--- src/rtl/bg_attribute_fetch_pkg.sv ---
// bg_attribute_fetch_pkg: shared constants, attribute bit fields and fetch FSM encoding.
package bg_attribute_fetch_pkg;
  localparam int TILE_COLS = 32;
  localparam int VIS_LINES = 240;
  localparam int ATTR_W = 8;
  localparam int COL_W = $clog2(TILE_COLS);
  localparam int ATTR_PAL_LSB = 0;
  localparam int ATTR_PAL_MSB = 3;
  localparam int ATTR_HFLIP = 4;
  localparam int ATTR_VFLIP = 5;
  localparam int ATTR_PRIO = 6;
  typedef enum logic [1:0] {IDLE, FETCH, DRAIN} state_e;
endpackage

--- src/rtl/bg_attribute_fetch_line_buffer.sv ---
// bg_attr_line_buffer: two-bank attribute line buffer with per-bank valid flag and fine-y tag.
module bg_attr_line_buffer
  import bg_attribute_fetch_pkg::*;
(
  input  logic              clk,
  input  logic              rst,
  input  logic              wr_en,
  input  logic              wr_bank,
  input  logic [COL_W-1:0]  wr_col,
  input  logic [ATTR_W-1:0] wr_data,
  input  logic              tag_en,
  input  logic              tag_bank,
  input  logic [2:0]        tag_fy,
  input  logic              set_valid,
  input  logic              set_bank,
  input  logic              rd_bank,
  input  logic [COL_W-1:0]  rd_col,
  output logic [ATTR_W-1:0] rd_data,
  output logic              rd_valid,
  output logic [2:0]        rd_fy
);
  logic [ATTR_W-1:0] mem_q [2][TILE_COLS];
  logic [1:0] valid_q;
  logic [2:0] fy_q [2];
  always_ff @(posedge clk)
    if (wr_en) mem_q[wr_bank][wr_col] <= wr_data;
  // Tagging a bank for a new line always invalidates it until its fetch drains.
  always_ff @(posedge clk or negedge rst)
    if (!rst) begin
      valid_q <= '0;
      fy_q[0] <= '0;
      fy_q[1] <= '0;
    end else begin
      if (tag_en) begin
        valid_q[tag_bank] <= 1'b0;
        fy_q[tag_bank] <= tag_fy;
      end
      if (set_valid) valid_q[set_bank] <= 1'b1;
    end
  assign rd_data = mem_q[rd_bank][rd_col];
  assign rd_valid = valid_q[rd_bank];
  assign rd_fy = fy_q[rd_bank];
endmodule

--- src/rtl/bg_attribute_fetch.sv ---
// bg_attribute_fetch: per-line attribute prefetch into a ping-pong buffer and per-pixel attribute lookup.
module bg_attribute_fetch
  import bg_attribute_fetch_pkg::*;
(
  input  logic        clk,
  input  logic        rst,
  input  logic        line_start,
  input  logic [7:0]  line_y,
  output logic [4:0]  at_r_row,
  output logic [4:0]  at_r_col,
  input  logic [7:0]  at_data,
  input  logic        pix_valid,
  input  logic [7:0]  pix_x,
  output logic        attr_valid,
  output logic [7:0]  attr_out,
  output logic [2:0]  fine_x,
  output logic [2:0]  fine_y,
  output logic [4:0]  tile_col,
  output logic        fetch_busy,
  output logic        overrun
);
  localparam logic [COL_W-1:0] LAST_COL = COL_W'(TILE_COLS - 1);
  state_e state_q;
  logic fetch_bank_q, wr_v_q, overrun_q;
  logic [4:0] row_q;
  logic [COL_W-1:0] col_q, wr_col_q;
  logic attr_valid_q;
  logic [7:0] attr_q;
  logic [2:0] fine_x_q, fine_y_q;
  logic [4:0] tile_col_q;
  logic [ATTR_W-1:0] rd_data, attr_lu;
  logic rd_valid;
  logic [2:0] rd_fy;
  logic visible;
  assign visible = line_y < 8'(VIS_LINES);
  // Data returns one cycle after its address; a line_start cancels the in-flight read.
  always_ff @(posedge clk or negedge rst)
    if (!rst) begin
      state_q <= IDLE;
      fetch_bank_q <= 1'b0;
      row_q <= '0;
      col_q <= '0;
      wr_v_q <= 1'b0;
      wr_col_q <= '0;
      overrun_q <= 1'b0;
    end else begin
      wr_v_q <= state_q == FETCH && !line_start;
      wr_col_q <= col_q;
      if (line_start) begin
        fetch_bank_q <= ~fetch_bank_q;
        overrun_q <= overrun_q | (state_q != IDLE);
        state_q <= visible ? FETCH : IDLE;
        if (visible) begin
          row_q <= line_y[7:3];
          col_q <= '0;
        end
      end else if (state_q == FETCH) begin
        state_q <= col_q == LAST_COL ? DRAIN : FETCH;
        if (col_q != LAST_COL) col_q <= col_q + 1'b1;
      end else if (state_q == DRAIN) begin
        state_q <= IDLE;
      end
    end
  bg_attr_line_buffer u_buf (
    .clk      (clk),
    .rst      (rst),
    .wr_en    (wr_v_q),
    .wr_bank  (fetch_bank_q),
    .wr_col   (wr_col_q),
    .wr_data  (at_data),
    .tag_en   (line_start),
    .tag_bank (~fetch_bank_q),
    .tag_fy   (line_y[2:0]),
    .set_valid(state_q == DRAIN && !line_start),
    .set_bank (fetch_bank_q),
    .rd_bank  (~fetch_bank_q),
    .rd_col   (pix_x[7:3]),
    .rd_data  (rd_data),
    .rd_valid (rd_valid),
    .rd_fy    (rd_fy)
  );
  assign attr_lu = rd_valid ? rd_data : '0;
  always_ff @(posedge clk or negedge rst)
    if (!rst) begin
      attr_valid_q <= 1'b0;
      attr_q <= '0;
      fine_x_q <= '0;
      fine_y_q <= '0;
      tile_col_q <= '0;
    end else begin
      attr_valid_q <= pix_valid;
      if (pix_valid) begin
        attr_q <= attr_lu;
        tile_col_q <= pix_x[7:3];
        fine_x_q <= attr_lu[ATTR_HFLIP] ? ~pix_x[2:0] : pix_x[2:0];
        fine_y_q <= attr_lu[ATTR_VFLIP] ? ~rd_fy : rd_fy;
      end
    end
  assign at_r_row = row_q;
  assign at_r_col = col_q;
  assign fetch_busy = state_q != IDLE;
  assign overrun = overrun_q;
  assign attr_valid = attr_valid_q;
  assign attr_out = attr_q;
  assign fine_x = fine_x_q;
  assign fine_y = fine_y_q;
  assign tile_col = tile_col_q;
endmodule

--- config.mk ---
export PLATFORM = sky130hd
export DESIGN_NAME = bg_attribute_fetch
export DESIGN_NICKNAME = d
export VERILOG_FILES = /design/src/rtl/bg_attribute_fetch_pkg.sv /design/src/rtl/bg_attribute_fetch_line_buffer.sv /design/src/rtl/bg_attribute_fetch.sv
export SDC_FILE = /design/constraint.sdc
export NUM_CORES = 1
export LEC_CHECK = 0
export ABC_AREA = 0
export CAP_MARGIN = 20
export CORE_ASPECT_RATIO = 1.2
export CORE_MARGIN = 4
export CORE_UTILIZATION = 50
export DETAILED_ROUTE_END_ITERATION = 8
export GPL_TIMING_DRIVEN = 1
export PLACE_DENSITY = 0.67
export SLEW_MARGIN = 15
export SYNTH_ARGS = -nofsm -noshare
export SYNTH_HDL_FRONTEND = slang
export SYNTH_SLANG_ARGS = --single-unit
--- constraint.sdc ---
create_clock -name clk -period 3 [get_ports clk]
set_input_delay 0.45 -clock clk [delete_from_list [all_inputs] [get_ports clk]]
set_output_delay 0.45 -clock clk [all_outputs]
set_load 0.05 [all_outputs]
==> impl_metrics.ini, run 1 <==
[synthesis]
yosysSeqAreaShare_pct = 75.93
synth-seq-cells = 560
ys_types = 48
synth_top_area_share_pct = 70.43
synth_area_leader_cell = edfxtp_1
netlist_area_um2 = 21830
synth_edf_count = 512
avgSynthCellArea_um2 = 22.09
ys_dominant_reg_cell = edfxtp_1
ys_warn_count = 0
synthTopCellsByCount = 512 x edfxtp_1, 137 x mux4_2, 82 x nor2_1
yosysMostFrequentCell = edfxtp_1
synth_area_leaders = edfxtp_1 70%, mux4_2 14%, dfrtp_1 5.5%
synth.net_count = 1018
synthCells = 988
async_reset_ff_share_pct = 8.571

[placed_design]
dp.cells = 1676
portBuffers = 59
place.gp.congestion = 0.8441
dpl.hpwl_mm = 31.45

[final_layout]
num_antenna_cells = 0
layout.cells.non_filler = 1779
drive_gt1_share_pct = 31.13
area_growth_pct = 17.05
fin_nets = 1214

[detailed_routing]
vias_per_cell = 5.966
drt_wl_total_mm = 48.47
dr.pass1.iters = 6
drc = 0
avgRoutedWirePerCell_um = 27.24
drt-initial-drc-count = 906
postRouteAntennaNets = 0
num_vias = 10613

[power_and_ir_drop]
internal-power_mw = 14.17
seq_power_share_pct = 47.2
p_switching_mw = 4.509
p_clk_share_pct = 35.5
cellPowerDensity_nw_per_um2 = 731.1
p_sw_share_pct = 24.14
finalPower_mw = 18.68
vdd.ir_drop.worst_mv = 0.5064
p_leak_nw = 8.508
share_comb_of_total_power_pct = 17.3

[global_routing]
grt_pass1_wl_mm = 72.48
antenna_found_initial = 0
grt_max_degree = 65
grt_pass1_vias = 10951
overflow = 0
track_usage_pct = 20.88

[die]
die_w_um = 198.7
die-area_um2 = 47080
rows = 83
start_util_pct = 50.77
pin_count = 60
coreArea_um2 = 42990
fp.dieH_um = 236.9

[worst_setup_path]
cp.arrival_ps = 3250
start_kind = flip-flop
crit_path_end_kind = flip-flop
cp.required_ps = 3430
crit_type = flip-flop to flip-flop
r2r_cells = 6
crit_fanout = 16

[clocking]
clkSlewWorstSetupHoldPaths_ps = 60
htree_levels = 2
numCtsBuffers = 53
clock_sinks = 560
clockBufferDepth = 3
cts_tree = built
root_buffer = clkbuf_16
insertion_delay_ps = 580

[worst_hold_path]
hold_depth = 1
hp-class = input pin to flip-flop

[sta]
period_needed_ps = 2814
finalSetupTns_ps = 0
worst_pin_slew_ps = 910.9
maxSlewHeadroom_pct = 39.27
finalSetupViolCount = 0
finalClockSkew_ps = 20.90
rsz0062_at_grt = no
min_period_over_period_pct = 93.80
hold_viol = 0
max_freq_mhz = 355.4
final-max-slew-violation-count = 0

[run]
drv_cap = 0

[outcome]
status = completed
==> power by group through the flow <==
stage | Combinational [mW] | Sequential, mW | Clock (mW)
finish | 3.23 | 8.81 | 6.64
global route | 3.42 | 8.83 | 7.11
CTS | 3.18 | 8.84 | 6.78
detailed placement | 3.18 | 9.00 | 0
global placement | 3.15 | 8.99 | 0
floorplan | 2.05 | 9.12 | 0
==> metrics by stage <==
stage | setup WS, ps | cell area, µm² | hold WS, ps | util, %
2_1_floorplan | 519.5 | 21830 | 154.4 | -
3_3_place_gp | 129.9 | 23760 | 447.9 | 55.26
3_5_place_dp | 123.4 | 23760 | 447.4 | 55.26
4_1_cts | 93.60 | 25500 | 286.0 | 59.31
5_1_grt | 60.83 | 25550 | 307.9 | 59.43
6_report | 185.9 | 25550 | 311.6 | 59.43
==> cell type report <==
class	instances	area [µm²]
clock buffer	64	1410
clock inverter	34	321.6
fill	3094	17440
inverter	6	22.52
multi-input combinational	374	4888
sequential	560	16580
tap	552	690.7
timing repair buffer	189	1639
==> metal layers <==
layer	up-vias	wire (µm)	track usage, %	part of all wire, %
met4	0	1176	5.825	2.4
met1	5610	19240	29.14	40
met2	407	24560	33.82	51
met3	76	3486	4.568	7.2
met5	-	0	0	0
li1	4520	-	-	-
==> flip-flops by register name, indices dropped and copies added, names as in the netlist <==
signal         cells
tile_col           5
u_buf.valid_q      2
state_q            2
attr_out           8
fine_y             3
wr_col_q           5
attr_valid         1
at_r_col           5
fetch_bank_q       1
u_buf.mem_q      512
u_buf.fy_q         6
overrun            1
at_r_row           5
fine_x             3
wr_v_q             1
==> path summary, 6_finish.rpt <==
kind / endpoint / slack, ps / start
min: u_buf.mem_q[0][198] / 310 / at_data[6]
max: attr_out[7] / 190 / fetch_bank_q
min in group asynchronous: u_buf.fy_q[5] / 540 / rst
max in group asynchronous: tile_col[4] / 1680 / rst
max reg2reg: attr_out[7] / 190 / fetch_bank_q
min reg2reg: overrun / 460 / overrun
==> cell families after synthesis <==
logic type / share of synthesized area, %
flip-flops: 75.93
multiplexers: 17.76
AND/OR/NAND/NOR: 2.826
buffers and inverters: 1.691
AO/OA/AOI/OAI: 1.353
XOR/XNOR: 0.3210
adder cells (fa/ha/maj): 0.1146
==> layout by cell type (no fill, tap or decap), drive strengths merged, types with 13 or more instances in the layout <==
master         netlist  layout
edfxtp             512     512
mux4               153     153
buf                 30     140
nor2                82      82
clkbuf              18      64
clkdlybuf4s50        0      48
dfrtp               48      48
clkinv               1      27
mux2i               18      18
mux2                17      17
nand2               13      13
==> critical path, stage by stage, from the launching register on <==
cell     delay (ps)
dfrtp_4         560
buf_4           290
buf_4           220
mux4_2          550
mux4_2          530
mux2i_1         390
o21ai_1         120
==> repair_timing <==
action	4_1_cts	5_1_grt
setup endpoints to repair	0	5
hold buffers	1	0
resized for setup	0	2
endpoints found under the hold margin	10	0
setup buffers	0	4
(Power assumes the default switching activity.)
==> run 2: changes to the inputs <==
CORE_MARGIN = 5   (was 4)
==> run 2 against run 1 <==
  * Power is 1.5% lower
  * Non-clock buffer count is 4 lower
  * Register-to-register slack hardly changed
  * Clock skew is 0.56 ps lower
  * Clock power is 5.7% lower
  * Hold slack worse by 220 ps
  * Via count is 0.84% higher
  * Cell count is 0.28% lower
  * Largest cell class unchanged
  * Largest power group unchanged
==> impl_metrics.ini, run 2 (synthesis gave the netlist of run 1 again) <==
[final_layout]
mostFrequentLayoutCell = edfxtp_1
final_area_um2 = 25420
layout.cells.non_filler = 1774
num_antenna_cells = 0
area_growth_pct = 16.44
top_register = u_buf.mem_q
layout_common_cells = 512 x edfxtp_1, 137 x mux4_2, 115 x buf_4
fin_nets = 1209
finish.utilization_pct = 59.12
drive_gt1_share_pct = 30.20
largest_register_ffs = 512

[worst_setup_path]
crit_type = flip-flop to flip-flop
crit_path_end_kind = flip-flop
cp.arrival_ps = 3240
cp.required_ps = 3440
start_kind = flip-flop
crit_fanout = 11

[detailed_routing]
wl_met1_mm = 20.49
dr_wl_met3_mm = 3.018
vias_per_cell = 6.033
avgRoutedWirePerCell_um = 27.99
routed-wl-met2_mm = 24.89
postRouteAntennaNets = 0
num_vias = 10702
dr.pass1.iters = 6
drt_wl_total_mm = 49.65
highest_layer = met4
drt-initial-drc-count = 946
drc = 0

[sta]
worst_pin_slew_ps = 792.3
finalSetupViolCount = 0
max_freq_mhz = 357.1
worst_slack_ps = 199.5
final-max-slew-violation-count = 0
hold_viol = 0
min_period_over_period_pct = 93.35
finalClockSkew_ps = 20.35
holdWs_ps = 88.13
maxSlewHeadroom_pct = 46.77
rsz0062_at_grt = no
period_needed_ps = 2800

[die]
coreArea_um2 = 42990
start_util_pct = 50.77
die_w_um = 200.7
pin_count = 60
rows = 83
die-area_um2 = 47950
fp.dieH_um = 238.9

[clocking]
clkSlewWorstSetupHoldPaths_ps = 60
cts_tree = built
clock_sinks = 560
clockBufferDepth = 3
htree_levels = 2
root_buffer = clkbuf_16
insertion_delay_ps = 580
numCtsBuffers = 52

[placed_design]
placed_cell_area_um2 = 23740
portBuffers = 59
post-place-ws_ps = -190.4
place.gp.congestion = 0.8883
dp.cells = 1674
dpl.hpwl_mm = 32.36

[run]
drv_cap = 0

[global_routing]
grt_pass1_vias = 11151
grt_max_degree = 65
grt_pass1_wl_mm = 74.26
antenna_found_initial = 0
track_usage_pct = 20.82
overflow = 0

[power_and_ir_drop]
cellPowerDensity_nw_per_um2 = 723.9
p_switching_mw = 4.495
internal-power_mw = 13.90
p_leak_nw = 8.437
share_comb_of_total_power_pct = 17.9
vdd.ir_drop.worst_mv = 0.5685
p_sw_share_pct = 24.43
p_clk_share_pct = 34.0
seq_power_share_pct = 48.0

[worst_hold_path]
hp-class = input pin to flip-flop

[outcome]
status = completed
run 2: cell count changes in the layout (fill, tap and decap cells not counted), sizes merged:
cell	delta
clkbuf	+11
inv	+1
clkinv	-8
buf	-5
clkinvlp	-1
bufinv	-3
run 2: power by group through the flow:
stage | combinational (mW) | clock, mW | sequential [mW]
after floorplan | 2.05 | 0 | 9.12
after global placement | 3.22 | 0 | 9.03
after detailed placement | 3.25 | 0 | 9.03
after CTS | 3.27 | 6.40 | 8.87
after global routing | 3.49 | 6.74 | 8.85
final | 3.30 | 6.26 | 8.84
run 2: metal layers:
| metal | vias to the layer above | GRT usage [%] |
|---|---|---|
| li1 | 4508 | - |
| met1 | 5694 | 29.40 |
| met2 | 410 | 34.71 |
| met3 | 90 | 3.039 |
| met4 | 0 | 5.738 |
| met5 | - | 0 |
run 2: worst paths after layout:
check | startpoint | to | slack, ps | cells past startpoint
max reg2reg | fetch_bank_q | attr_out[3] | 200 | 6
min in group asynchronous | rst | overrun | 470 | 2
max | fetch_bank_q | attr_out[3] | 200 | 6
min reg2reg | overrun | overrun | 460 | 1
min | at_data[0] | u_buf.mem_q[1][192] | 90 | 1
max in group asynchronous | rst | fetch_bank_q | 1720 | 3
run 2: worst max-delay path: stages, from the launching register on:
cell	delay (ps)
dfrtp_4	640
buf_12	210
buf_4	230
mux4_2	540
mux4_2	530
mux2i_1	380
o21ai_1	110
run 2: cell type report:
| class | count | area (µm²) |
|---|---|---|
| Multi-Input combinational cell | 374 | 4886 |
| Clock buffer | 74 | 1435 |
| Inverter | 6 | 22.52 |
| Tap cell | 552 | 690.7 |
| Sequential cell | 560 | 16580 |
| Timing Repair Buffer | 185 | 1620 |
| Fill cell | 3112 | 17580 |
| Clock inverter | 23 | 183.9 |
run 2: timing repair:
item,4_1_cts,5_1_grt
pin swaps,0,0
endpoints found under the setup margin,3,1
setup buffers,0,1
resized for setup,1,0
endpoints found under the hold margin,31,0
hold buffers,1,0
run 2: metrics by stage:
step	TNS, ps	power, mW
final	0	18.40
after global routing	0	19.08
after CTS	0	18.54
after detailed placement	-551.8	12.29
after global placement	-243.4	12.24
after floorplan	0	11.17
==> run 3: changes to the inputs <==
ABC_AREA = not set   (was 0)
==> results of run 3 <==
The final DEF is identical to that of run 2; final timing and power are the same.
